$ cat src/rtl/usb3_rx_framer_pkg.sv
// Shared USB3 link-layer K-code constants and framing helpers for the RX framer.
// Byte 0 of a word is [31:24], the earliest symbol on the wire.
package usb3_rx_framer_pkg;

    localparam logic [7:0] K_SHP = 8'hFB;  // K27.7
    localparam logic [7:0] K_SDP = 8'h5C;  // K28.2
    localparam logic [7:0] K_END = 8'hFD;  // K29.7
    localparam logic [7:0] K_EDB = 8'h7C;  // K28.3
    localparam logic [7:0] K_EPF = 8'hF7;  // K23.7

    localparam int unsigned WORD_W  = 32;
    localparam int unsigned HP_WORDS = 4;

    function automatic logic is_framing_code(input logic [7:0] b);
        return (b == K_SHP) || (b == K_SDP) || (b == K_END) ||
               (b == K_EDB) || (b == K_EPF);
    endfunction

    function automatic logic [7:0] word_byte(input logic [31:0] w, input int unsigned idx);
        logic [7:0] b;
        b = '0;
        case (idx)
            0:       b = w[31:24];
            1:       b = w[23:16];
            2:       b = w[15:8];
            default: b = w[7:0];
        endcase
        return b;
    endfunction

endpackage

$ cat src/rtl/usb3_rx_framer_os_detect.sv
// Combinational classifier: recognises one word-aligned framing ordered set,
// or flags a word carrying framing K codes that do not form a complete set.
module usb3_rx_os_detect
    import usb3_rx_framer_pkg::*;
(
    input  logic [31:0] data,
    input  logic [3:0]  datak,
    output logic        is_hpstart,
    output logic        is_dppstart,
    output logic        is_dppend,
    output logic        is_dppabort,
    output logic        is_bad_framing
);

    logic [7:0] b0;
    logic [7:0] b1;
    logic [7:0] b2;
    logic [7:0] b3;
    logic       set_shape;
    logic       any_framing;
    logic       any_set;

    always_comb begin
        b0 = word_byte(data, 0);
        b1 = word_byte(data, 1);
        b2 = word_byte(data, 2);
        b3 = word_byte(data, 3);

        set_shape = (&datak) && (b0 == b1) && (b1 == b2) && (b3 == K_EPF);

        is_hpstart  = set_shape && (b0 == K_SHP);
        is_dppstart = set_shape && (b0 == K_SDP);
        is_dppend   = set_shape && (b0 == K_END);
        is_dppabort = set_shape && (b0 == K_EDB);
        any_set     = is_hpstart || is_dppstart || is_dppend || is_dppabort;

        // datak[3] pairs with byte 0, datak[0] with byte 3
        any_framing = 1'b0;
        for (int unsigned i = 0; i < 4; i++) begin
            if (datak[3 - i] && is_framing_code(word_byte(data, i)))
                any_framing = 1'b1;
        end

        is_bad_framing = any_framing && !any_set;
    end

endmodule

$ cat src/rtl/usb3_rx_framer.sv
// USB3 link-layer RX framer: extracts Header Packets as one record and
// streams DPP payload words with last/abort and framing error pulses.
module usb3_rx_framer
    import usb3_rx_framer_pkg::*;
#(
    parameter int unsigned DPP_MAX_WORDS = 257
) (
    input  logic        local_clk,
    input  logic        reset_n,
    input  logic        enable,
    input  logic [31:0] in_data,
    input  logic [3:0]  in_datak,
    input  logic        in_active,
    output logic        hp_valid,
    output logic [95:0] hp_data,
    output logic [15:0] hp_crc,
    output logic [15:0] hp_lcw,
    output logic        dpp_valid,
    output logic [31:0] dpp_data,
    output logic        dpp_last,
    output logic        dpp_abort,
    output logic        err_frame,
    output logic        err_dpp_overflow,
    output logic        err_dpp_short
);

    localparam int unsigned CNT_W = $clog2(DPP_MAX_WORDS + 2);

    typedef enum logic [1:0] {
        ST_IDLE,
        ST_HP,
        ST_DPP
    } state_t;

    state_t           state;
    logic [1:0]       hp_cnt;
    logic [CNT_W-1:0] word_cnt;
    logic [31:0]      hold;
    logic             have_hold;

    logic is_hpstart;
    logic is_dppstart;
    logic is_dppend;
    logic is_dppabort;
    logic is_bad_framing;
    logic is_any_set;

    usb3_rx_os_detect u_os_detect (
        .data           (in_data),
        .datak          (in_datak),
        .is_hpstart     (is_hpstart),
        .is_dppstart    (is_dppstart),
        .is_dppend      (is_dppend),
        .is_dppabort    (is_dppabort),
        .is_bad_framing (is_bad_framing)
    );

    assign is_any_set = is_hpstart | is_dppstart | is_dppend | is_dppabort;

    always_ff @(posedge local_clk or negedge reset_n) begin
        if (!reset_n) begin
            state            <= ST_IDLE;
            hp_cnt           <= '0;
            word_cnt         <= '0;
            hold             <= '0;
            have_hold        <= 1'b0;
            hp_valid         <= 1'b0;
            hp_data          <= '0;
            hp_crc           <= '0;
            hp_lcw           <= '0;
            dpp_valid        <= 1'b0;
            dpp_data         <= '0;
            dpp_last         <= 1'b0;
            dpp_abort        <= 1'b0;
            err_frame        <= 1'b0;
            err_dpp_overflow <= 1'b0;
            err_dpp_short    <= 1'b0;
        end else begin
            hp_valid         <= 1'b0;
            dpp_valid        <= 1'b0;
            dpp_last         <= 1'b0;
            dpp_abort        <= 1'b0;
            err_frame        <= 1'b0;
            err_dpp_overflow <= 1'b0;
            err_dpp_short    <= 1'b0;

            if (!enable) begin
                state     <= ST_IDLE;
                hp_cnt    <= '0;
                word_cnt  <= '0;
                have_hold <= 1'b0;
            end else if (in_active) begin
                if (state == ST_DPP) begin
                    if (is_bad_framing) begin
                        err_frame <= 1'b1;
                        have_hold <= 1'b0;
                        state     <= ST_IDLE;
                    end else if (is_hpstart) begin
                        err_frame <= 1'b1;
                        have_hold <= 1'b0;
                        hp_cnt    <= '0;
                        state     <= ST_HP;
                    end else if (is_dppstart) begin
                        err_frame <= 1'b1;
                        have_hold <= 1'b0;
                        word_cnt  <= '0;
                        state     <= ST_DPP;
                    end else if (is_dppend) begin
                        if (have_hold) begin
                            dpp_valid <= 1'b1;
                            dpp_data  <= hold;
                            dpp_last  <= 1'b1;
                        end else begin
                            err_dpp_short <= 1'b1;
                        end
                        have_hold <= 1'b0;
                        state     <= ST_IDLE;
                    end else if (is_dppabort) begin
                        dpp_abort <= 1'b1;
                        have_hold <= 1'b0;
                        state     <= ST_IDLE;
                    end else if (word_cnt == CNT_W'(DPP_MAX_WORDS)) begin
                        // This word would be number DPP_MAX_WORDS+1: drop the packet
                        err_dpp_overflow <= 1'b1;
                        have_hold        <= 1'b0;
                        state            <= ST_IDLE;
                    end else begin
                        if (have_hold) begin
                            dpp_valid <= 1'b1;
                            dpp_data  <= hold;
                        end
                        hold      <= in_data;
                        have_hold <= 1'b1;
                        word_cnt  <= word_cnt + 1'b1;
                    end
                end else begin
                    // IDLE and HP share the restart path; an ordered set inside HP
                    // is additionally a framing error
                    if (state == ST_HP && is_any_set)
                        err_frame <= 1'b1;

                    if (is_bad_framing) begin
                        err_frame <= 1'b1;
                        state     <= ST_IDLE;
                    end else if (is_hpstart) begin
                        hp_cnt <= '0;
                        state  <= ST_HP;
                    end else if (is_dppstart) begin
                        have_hold <= 1'b0;
                        word_cnt  <= '0;
                        state     <= ST_DPP;
                    end else if (is_dppend || is_dppabort) begin
                        err_frame <= 1'b1;
                        state     <= ST_IDLE;
                    end else if (state == ST_HP) begin
                        case (hp_cnt)
                            2'd0: hp_data[95:64] <= in_data;
                            2'd1: hp_data[63:32] <= in_data;
                            2'd2: hp_data[31:0]  <= in_data;
                            default: begin
                                hp_crc <= in_data[31:16];
                                hp_lcw <= in_data[15:0];
                            end
                        endcase
                        if (hp_cnt == 2'(HP_WORDS - 1)) begin
                            hp_valid <= 1'b1;
                            hp_cnt   <= '0;
                            state    <= ST_IDLE;
                        end else begin
                            hp_cnt <= hp_cnt + 1'b1;
                        end
                    end
                end
            end
        end
    end

endmodule

$ cat config.mk
export PLATFORM = sky130hd
export DESIGN_NAME = usb3_rx_framer
export DESIGN_NICKNAME = d
export VERILOG_FILES = /design/src/rtl/usb3_rx_framer_pkg.sv /design/src/rtl/usb3_rx_framer_os_detect.sv /design/src/rtl/usb3_rx_framer.sv
export SDC_FILE = /design/constraint.sdc
export NUM_CORES = 1
export LEC_CHECK = 0
export CORE_AREA = 2 2 133 135
export CTS_CLUSTER_SIZE = 10
export DETAILED_ROUTE_END_ITERATION = 8
export DIE_AREA = 0 0 135 137
export PLACE_DENSITY = 0.84
export SLEW_MARGIN = 20
export SYNTH_ARGS = -nofsm -noshare
export SYNTH_HDL_FRONTEND = slang
export SYNTH_SLANG_ARGS = --single-unit
$ cat constraint.sdc
create_clock -name local_clk -period 5.05 [get_ports local_clk]
set_input_delay 0.7575 -clock local_clk [delete_from_list [all_inputs] [get_ports local_clk]]
set_output_delay 0.7575 -clock local_clk [all_outputs]
set_load 0.01 [all_outputs]
==> results.toml, run 1 <==
[status]
status = "complete, no violations"

[yosys]
ys_seq_area_share_pct = 59.12
synthArstFlopShare_pct = 100.0
synth.avg_cell_area_um2 = 13.83
syn_inst = 652
syn_nets = 701
yosysWarnings = 0
synthFlopType = "dfrtp_1"
synth_seq_cells = 213
syn_area_mm2 = 0.009016
synth_cell_types = 50
synth_edf_count = 0

[drt]
wl_um = 22820
routedWlPerCell_um = 21.26
vias_per_cell = 5.650
drtAntennaViolNets = 0
dr.pass1.iters = 5
first_iter_violations = 360
drc = 0
num_vias = 6062

[clock_network]
clockBufferDepth = 3
cts_inserted_buffers = 25
clk_latency_ns = 0.51
clock-sinks = 213
cts_tree = "yes"
cts-root-buf = "clkbuf_16"
ctsHoldBuffers = 0
ctsResizeCount = 0
cts_max_level = 1
post_cts_buffers = 0
cts.reportedPaths.clkPinSlew_ns = 0.05

[floorplan]
dieArea_mm2 = 0.01850
row_count = 48
fp.coreArea_mm2 = 0.01706
ios = 207
die_y_um = 137
initial_utilization_pct = 52.86
die_w_um = 135

[setup_path]
critPathKind = "in2reg"
critPathMaxFanout = 32
startpoint_type = "input port"
arrival_ns = 4.25
worstPathRequired_ns = 5.43
endpoint_kind = "flip-flop"

[global_route]
grt_pass1_wl_um = 35650
grt_pass1_vias = 6505
overflow = 0
antenna_found_initial = 0
grt.total_usage_pct = 24.71
grt_max_degree = 115

[place]
port_buffers = 206
dp_worst_setup_slack_ns = 0.6930
routabilityCongestion = 0.9388
place_area_mm2 = 0.01119
hpwl_um = 15620
dp.cells = 1041

[cells_and_area]
drive_above_1_share_pct = 24.53
nNetsFinal = 892
num_antenna_cells = 0
fillers = 1217
post-route-util_pct = 69.54
fin_area_mm2 = 0.01186
syn2layout_area_growth_pct = 31.56
final_cells = 1073

[sta]
setup_viol = 0
rsz0062_at_grt = "false"
min_period_ns = 3.866
setup_tns_ns = 0
tightest_slew_ns = 0.9353
timing.slew.headroom_pct = 37.42
skew_ns = 0.009623
fmax_mhz = 258.7
slew_viol_final = 0
fin_crit_sh_pct = 76.54
setup_slack_ns = 1.184
hold_violations = 0
hold_slack_ns = 0.3100

[pwr]
power.density_mw_per_mm2 = 294.7
peakVddDrop_v = 0.0002331
total_power_mw = 3.495
leakage_nw = 5.618

[worst_hold_path]
min_path_type = "in2async"

[flow_run]
maxCapViolCount = 0
[worst max-delay path: stages]
cell and delay [ns]:
clkdlybuf4s50_1 0.73, nand3_1 0.38, a211o_1 0.13, a21oi_1 0.07, or4_1 0.62, nor3_4 0.41, nand2_2 0.61, mux2_2 0.51
[cell usage after synthesis, types with 6 or more instances]
master | number | area share, %
nor2_1 | 12 | 0.50
nand3_1 | 14 | 0.78
and3_1 | 8 | 0.56
a21oi_1 | 9 | 0.50
or3_1 | 6 | 0.42
buf_2 | 24 | 1.3
xor2_1 | 11 | 1.1
inv_1 | 8 | 0.33
nand2_1 | 27 | 1.1
nor3_1 | 17 | 0.94
dfrtp_1 | 213 | 59
mux2_1 | 29 | 3.6
ha_1 | 9 | 1.2
mux2_2 | 164 | 20
o21ai_0 | 8 | 0.44
clkbuf_1 | 20 | 0.83
[kinds of logic after synthesis]
family          synth area share [%]
fa+ha+maj                      1.249
xor+xnor                       1.166
mux                            24.22
flops                          59.12
simple gates                   7.730
compound gates                 3.650
buf+inv                        2.873
[layout by cell type, fill, tap and decap left out, types with 5 or more instances in the layout]
master             n
and3_1             8
clkbuf_16         25
dfrtp_1          213
inv_1              8
clkdlybuf4s50_1  205
a31oi_1            5
clkbuf_1           5
a21oi_1            9
nor4_1             5
or3_1              6
o21ai_0            8
nor2_1            12
ha_1               9
mux2_1            29
nor3_1            17
xor2_1            11
nand3_1           14
mux2_2           164
nand2_1           23
[state kept, by name, summed over array words and instances (netlist names), 2 cells and up]
register	flops
hp_data	96
dpp_data	32
hold	32
hp_crc	16
hp_lcw	16
word_cnt	9
hp_cnt	2
state	2
[per-layer routing]
metal	up-vias	track usage [%]	routed length [µm]
li1	2703	-	-
met3	53	5.185	1588
met5	-	0	0
met4	0	8.333	722
met2	204	42.27	11370
met1	3102	31.57	9141
[report_power, final]
group	internal (mW)	switching [mW]	total (mW)
Sequential	1.74	0.0146	1.75
Combinational	0.0967	0.124	0.221
Clock	0.898	0.626	1.52
[cell type report]
type	count	area [µm²]	area share (%)
flip-flops and latches	213	5330	44.94
multi-input cells	384	3437	28.98
repair buffers	211	2116	17.84
clock buffers	31	658.1	5.549
well taps	225	281.5	2.373
inverters	8	30.03	0.2532
clock inverters	1	8.758	0.07384
[worst paths after layout]
path                                             to  cells past startpoint                startpoint  slack [ns]
min                         hp_data[31]$_DFFE_PN0P_                      1                   reset_n        0.31
min in group local_clk     dpp_data[23]$_DFFE_PN0P_                      1  dpp_data[23]$_DFFE_PN0P_        0.48
max                         hp_data[22]$_DFFE_PN0P_                      8               in_data[31]        1.18
min reg2reg                dpp_data[23]$_DFFE_PN0P_                      1  dpp_data[23]$_DFFE_PN0P_        0.48
max reg2reg                     hold[4]$_DFFE_PN0P_                      9   word_cnt[1]$_DFFE_PN0P_        2.05
max in group asynchronous       hold[4]$_DFFE_PN0P_                      2                   reset_n        3.60
Note: power is estimated with default switching activity, not from simulation.
==> inputs of run 2 (changes only) <==
Settings changed: CORE_AREA 2 2 133 135 to 2 2 145 147, DIE_AREA 0 0 135 137 to 0 0 147 149, PLACE_DENSITY 0.84 to 0.75.
Clock period 5.05 ns to 3.3 ns, I/O delays scaled along.
==> results.toml, run 2 (synthesis results as in run 1) <==
[status]
status = "complete, no violations"

[pwr]
combPwrFrac_pct = 7.1
clockPowerShare_pct = 44.2
leakage_nw = 6.035
seqPwrFrac_pct = 48.7
peakVddDrop_v = 0.0003774
total_power_mw = 5.500
p_int_mw = 4.275
p_sw_mw = 1.225
swShare_pct = 22.27
power.density_mw_per_mm2 = 435.4

[clock_network]
cts_inserted_buffers = 25
cts-root-buf = "clkbuf_16"
cts.reportedPaths.clkPinSlew_ns = 0.05
clk_latency_ns = 0.52
post_cts_buffers = 0
ctsResizeCount = 0
cts_max_level = 1
clockBufferDepth = 3
cts_tree = "yes"
clock-sinks = 213
ctsHoldBuffers = 0

[sta]
hold_slack_ns = 0.03359
min_period_ns = 2.863
rsz0062_at_grt = "false"
hold_violations = 0
timing.slew.headroom_pct = 53.30
slew_viol_final = 0
fmax_mhz = 349.3
setup_viol = 0
skew_ns = 0.01071
fin_crit_sh_pct = 86.75
tightest_slew_ns = 0.7005

[setup_path]
worstPathRequired_ns = 3.69
slowest_stage = "clkdlybuf4s50_1"
arrival_ns = 3.25
path_cells = "clkdlybuf4s50_1 -> or3_1 -> a211oi_2 -> and4_1 -> nand3_1 -> a21oi_4 -> nor4b_4 -> buf_4 -> mux2_1"
critPathKind = "in2reg"
reg2reg_depth = 8
r2r-end = "dpp_data[23]$_DFFE_PN0P_"
slowest_delay_ns = 0.50
startpoint_type = "input port"
endpoint_kind = "flip-flop"
reg2reg_slack_ns = 0.81
reg2reg_from = "state[0]$_DFFE_PN0P_"
startpoint = "in_data[21]"
critPathMaxFanout = 11

[cells_and_area]
final_cell_mix = "dfrtp_1 (213), clkdlybuf4s50_1 (205), mux2_2 (164)"
fin_area_mm2 = 0.01263
nNetsFinal = 963
final_cells = 1192
largest_register_ffs = 96
syn2layout_area_growth_pct = 40.08
largestRegisters = "hp_data x96, dpp_data x32, hold x32"
drive_above_1_share_pct = 30.53
regMostFlops = "hp_data"
num_antenna_cells = 0
fillers = 1676
post-route-util_pct = 61.44
final_common_cell = "dfrtp_1"

[place]
routabilityCongestion = 0.8899
place_area_mm2 = 0.01194
hpwl_um = 17730
dp.cells = 1162
port_buffers = 206

[worst_hold_path]
min_path_type = "in2async"

[floorplan]
die_w_um = 147
initial_utilization_pct = 43.86
ios = 207
fp.coreArea_mm2 = 0.02056
dieArea_mm2 = 0.02190
row_count = 53
die_y_um = 149

[global_route]
grt_pass1_wl_um = 38250
antenna_found_initial = 0
grt_pass1_vias = 6612
grt.total_usage_pct = 22.45
grt_max_degree = 86
overflow = 0

[drt]
routedWlPerCell_um = 20.65
vias_per_cell = 5.261
num_vias = 6271
dr.pass1.iters = 4
wl_um = 24610
drc = 0
drtAntennaViolNets = 0
first_iter_violations = 267

[flow_run]
maxCapViolCount = 0
-- run 2: power by group through the flow --
stage	clock, mW	sequential [mW]	combinational, mW
6_report	2.43	2.68	0.392
5_1_grt	2.58	2.68	0.425
4_1_cts	2.49	2.68	0.398
3_5_place_dp	0	2.72	0.396
3_3_place_gp	0	2.72	0.393
2_1_floorplan	0	2.74	0.106
-- run 2: critical path, delay by kind of cell --
family,cells,cell delay (ns)
AND/OR/NAND/NOR,4,1.16
buffers and inverters,2,0.78
AO/OA/AOI/OAI,2,0.46
multiplexers,1,0.35
-- run 2: area by class of cell --
type                    count  area (µm²)  share of cell area (%)
clock buffers              28       636.9                   5.043
clock inverters             2       50.05                  0.3963
inverters                   8       30.03                  0.2378
multi-input cells         384        3440                   27.23
flip-flops and latches    213        5330                   42.20
well taps                 275       344.1                   2.724
repair buffers            282        2799                   22.16
-- run 2: per-layer routing --
metal  vias up  global-route usage, %  wire length (µm)
li1       2846                      -                 -
met1      3195                  28.68             10210
met2       188                  38.12             12000
met3        42                  6.086              1831
met4         0                  6.010               567
met5         -                      0                 0
-- run 2: metrics by stage --
stage | setup slack, ns | TNS [ns]
after floorplan | 0.4439 | 0
after global placement | 0.02989 | 0
after detailed placement | -0.08431 | -1.506
after CTS | 0.4537 | 0
after global routing | 0.2773 | 0
final | 0.4371 | 0
-- run 2: worst max-delay path by stage --
stage	endpoint	slack, ns	depth (start not counted)
after floorplan	dpp_data[10]$_DFFE_PN0P_	0.44	10
after global placement	dpp_data[13]$_DFFE_PN0P_	0.03	9
after detailed placement	dpp_data[23]$_DFFE_PN0P_	-0.08	9
after CTS	dpp_data[23]$_DFFE_PN0P_	0.45	9
after global routing	dpp_data[13]$_DFFE_PN0P_	0.28	9
final	dpp_data[23]$_DFFE_PN0P_	0.44	9
==> inputs of run 3 (changes only) <==
Settings changed: SKIP_LAST_GASP set to 1.
==> results of run 3 <==
No change in the layout: final DEF, timing and power equal those of run 2.
